<file path="src/rtl/syn_mod3_pkg.sv">
// Shared types and helpers for the modulo-3 reducer: residue type and
// the base-4 digit to residue leaf map.
package syn_mod3_pkg;

    localparam int RES_W = 2;

    typedef logic [RES_W-1:0] residue_t;

    // A base-4 digit is its own residue except 3, which folds to 0.
    function automatic residue_t digit_to_residue(input logic [1:0] digit);
        residue_t res;
        case (digit)
            2'd1:    res = 2'd1;
            2'd2:    res = 2'd2;
            default: res = 2'd0;
        endcase
        return res;
    endfunction

endpackage

</file>
<file path="src/rtl/syn_mod3_if.sv">
// Operand/result bundle for syn_mod3: the driver owns the operand,
// the reducer owns the residue.
interface syn_mod3_if
    import syn_mod3_pkg::*;
#(
    parameter int WIDTH = 32
);
    logic [WIDTH-1:0] in;
    residue_t         out;

    modport master (output in, input out);
    modport slave  (input in, output out);
endinterface

</file>
<file path="src/rtl/syn_mod3_add2.sv">
// Mod-3 adder for two residues in {0,1,2}; the result is never 3.
module mod3_add2
    import syn_mod3_pkg::*;
(
    input  residue_t a,
    input  residue_t b,
    output residue_t sum
);
    logic [2:0] raw_s;

    assign raw_s = {1'b0, a} + {1'b0, b};

    // Fold the 0..4 raw sum back into a residue.
    always_comb begin
        sum = raw_s[1:0];
        if (raw_s >= 3'd3) begin
            sum = 2'(raw_s - 3'd3);
        end else begin
            sum = raw_s[1:0];
        end
    end
endmodule

</file>
<file path="src/rtl/syn_mod3.sv">
// Divider-free in % 3: sums base-4 digit residues through a balanced tree
// of mod-3 adders, with an optional single output register stage.
module syn_mod3
    import syn_mod3_pkg::*;
#(
    parameter int WIDTH      = 32,
    parameter bit REGISTERED = 1'b0
)(
    input  logic      clk,
    input  logic      reset,
    syn_mod3_if.slave bus
);
    localparam int EW     = WIDTH + (WIDTH % 2);
    localparam int NDIG   = EW / 2;
    localparam int NNODES = 2 * NDIG - 1;

    logic [EW-1:0] ext_s;
    residue_t      node_s [NNODES];

    assign ext_s = EW'(bus.in);

    // Heap-ordered tree: node i sums nodes 2i+1 and 2i+2, leaves occupy the
    // last NDIG slots, so the root lands at node 0 after ceil(log2(NDIG)) levels.
    for (genvar d = 0; d < NDIG; d++) begin : g_leaf
        assign node_s[NDIG - 1 + d] = digit_to_residue(ext_s[2*d +: 2]);
    end

    for (genvar i = 0; i < NDIG - 1; i++) begin : g_node
        mod3_add2 u_add (
            .a   (node_s[2*i + 1]),
            .b   (node_s[2*i + 2]),
            .sum (node_s[i])
        );
    end

    if (REGISTERED) begin : g_reg
        residue_t out_r;

        // Output stage: reset wins over the freshly computed residue.
        always_ff @(posedge clk) begin
            if (reset) begin
                out_r <= 2'd0;
            end else begin
                out_r <= node_s[0];
            end
        end

        assign bus.out = out_r;
    end else begin : g_comb
        logic unused_clk_rst_s;

        assign unused_clk_rst_s = clk ^ reset;
        assign bus.out          = node_s[0];
    end
endmodule

</file>
<file path="src/flat_wrapper.sv">
// flat-port wrapper written by rule: the top's interface ports become plain ports
module syn_mod3_flat import syn_mod3_pkg::*;
#(
    parameter int WIDTH      = 32,
    parameter bit REGISTERED = 1'b0
)
  (clk, reset, bus_in, bus_out);
  syn_mod3_if #(.WIDTH(WIDTH)) bus_i ();
  input  logic clk;
  input  logic reset;
  input wire logic [$bits(bus_i.in)-1:0] bus_in;
  output wire logic [$bits(bus_i.out)-1:0] bus_out;
  assign bus_i.in = bus_in;
  assign bus_out = bus_i.out;
  syn_mod3 #(.WIDTH(WIDTH), .REGISTERED(REGISTERED)) u_core (.clk(clk), .reset(reset), .bus(bus_i));
endmodule
</file>
<file path="config.mk">
export PLATFORM = sky130hd
export DESIGN_NAME = syn_mod3_flat
export DESIGN_NICKNAME = d
export VERILOG_FILES = /design/src/rtl/syn_mod3_pkg.sv /design/src/rtl/syn_mod3_if.sv /design/src/rtl/syn_mod3_add2.sv /design/src/rtl/syn_mod3.sv /design/src/flat_wrapper.sv
export SDC_FILE = /design/constraint.sdc
export NUM_CORES = 1
export LEC_CHECK = 0
export ABC_AREA = 0
export CAP_MARGIN = 20
export CORE_MARGIN = 3
export CORE_UTILIZATION = 40
export DETAILED_ROUTE_END_ITERATION = 10
export PLACE_DENSITY = 0.69
export SYNTH_ARGS = -nofsm -noshare
export SYNTH_HDL_FRONTEND = slang
export SYNTH_SLANG_ARGS = --single-unit
</file>
<file path="constraint.sdc">
create_clock -name vclk -period 23.2
set_clock_uncertainty 0.05 [all_clocks]
set_input_delay 5.8 -clock vclk [all_inputs]
set_output_delay 5.8 -clock vclk [all_outputs]
set_load 0.01 [all_outputs]
</file>
==> run metrics <==
initial antenna violation count 0; CP max FO 4; Max Cap Viol 0; Adder-Cell Fraction of Synth Area 50.70%; number of library cell types mapped by synthesis 11; Final Cycle Share 80.12%; post-CTS sizing 0; core area 0.003103 mm2; largest cells by area after synthesis ha_1, fa_1, nor2b_1; Min-Delay Path Class primary input to output port; Die X-Extent 63.72 um; minimum clock period 18.59 ns; kind of critical path primary input to output port; Yosys top cell by area ha_1; Initial DRT Pass Iterations 4; largest net degree at the start of global routing 5; Cell Rows 20; post-synth net total 226; Hold-fix buffers, CTS 0; CP required 17.35 ns; Storage cell area 0 um2; outcome finished clean; drt total wl 2.338 mm; # diodes 0; layout cell share with drive strength beyond 1 0%; Syn-to-layout area delta 29.67%; Post-Place Cells 225; grt ovf 0; post-CTS repair timing setup buffer count 0; First DRT Iteration DRCs 36; pre-CTS WS 4.640 ns; Final nets 262; final core utilization 55.69%; Fin Setup TNS 0 ns; RSZ-0062 raised after global routing false; Worst Setup End Kind output port; Overall Global Routing Usage 11.75%; Data arrival, critical path 12.74 ns; Non-Filler Instances 225; drt wl/cell 10.39 um; Die Area 0.004060 mm2; Post-synth top cells nor2b_1, ha_1, fa_1, nor3_1; post-synthesis simple-gate area fraction 33.33%; Final setup viols 0; fin worst setup slack 4.613 ns; Synth top area share 28.17%; first-pass GRT wire length 4.243 mm; Avg Cell Area, Syn 9.065 um2; relative slew slack 84.28%; Final GP Congestion 0.7284; main combinational cell family by area after synthesis adder cells; Max Freq 0.05380 GHz; XOR/XNOR Fraction of Synth Area 0%; clkbuf count 0; Die Ht 63.72 um; yosys warns 0; multiplexer share of the synthesized area 0%; Synth Area in Compound Gates 15.96%; count leader, synth nor2b_1; Vias/cell 5.276; IO Count 36; number of nets with antenna violations after routing 0; synthesized area 0.001333 mm2; DRC violations left 0; Worst Hold Launch bus_in[5]; Hold Vio Cnt, Final 0; vias in the first global route 1069; Via Count 1187; CP Launch Type primary input; Cells after Synth 147; Initial Utilization 42.94%; register area share after synthesis 0%; Slew Viols, Final 0; DP HPWL 2.149 mm; seq_cells 0; crit path launch bus_in[20]; # port buffers 34; Least-Margin Pin Slew 0.2340 ns
-- placed cells by master (no fill, tap or decap), drive strengths merged, types with 10 or more instances in the layout --
master         instances
clkdlybuf4s50         34
nor2b                 32
ha                    30
nor3                  15
fa                    15
nor2                  10
or4b                  10
o21ai                 10
o32a                  10
-- per-stage QoR --
step | hold WS (ns) | instance area (um2)
finish | 13.95 | 1728
global route | 14.13 | 1728
CTS | 13.96 | 1728
detailed placement | 13.96 | 1728
global placement | 13.91 | 1728
floorplan | 12.93 | 1333
-- worst paths after layout --
path,endpoint,slack (ns),cells after the start
worst max-delay path,bus_out[0],4.61,23
worst min-delay path,bus_out[0],13.95,12
-- area by class of cell --
class | count | area [um2]
fillers | 293 | 1375
multi-input cells | 147 | 1333
repair buffers | 34 | 340.3
well taps | 44 | 55.05
-- per-layer routing --
layer	part of all wire, %	GRT usage [%]	vias to the layer above
li1	-	-	633
met1	47	16.23	536
met2	51	21.38	18
met3	2.2	0.1783	0
met4	0	0.5391	0
met5	0	0	-
-- critical path, stage by stage --
cell and delay (ns):
clkdlybuf4s50_1 0.47, nor2b_1 0.15, ha_1 0.17, fa_1 0.46, ha_1 0.24, or4b_1 0.46
o21ai_0 0.09, ha_1 0.19, fa_1 0.45, ha_1 0.24, or4b_1 0.46, o21ai_0 0.09
ha_1 0.19, fa_1 0.45, ha_1 0.24, or4b_1 0.53, o21ai_0 0.11, ha_1 0.20
fa_1 0.43, ha_1 0.20, or3_1 0.39, a21oi_1 0.16, clkdlybuf4s50_1 0.56
-- cells by family after synthesis --
group / count (synthesis)
simple gates: 72
fa+ha+maj: 45
compound gates: 30
Power is left out: the tool's default activity adds up to more than one toggle a clock period on the data nets, which glitch-free logic cannot reach.
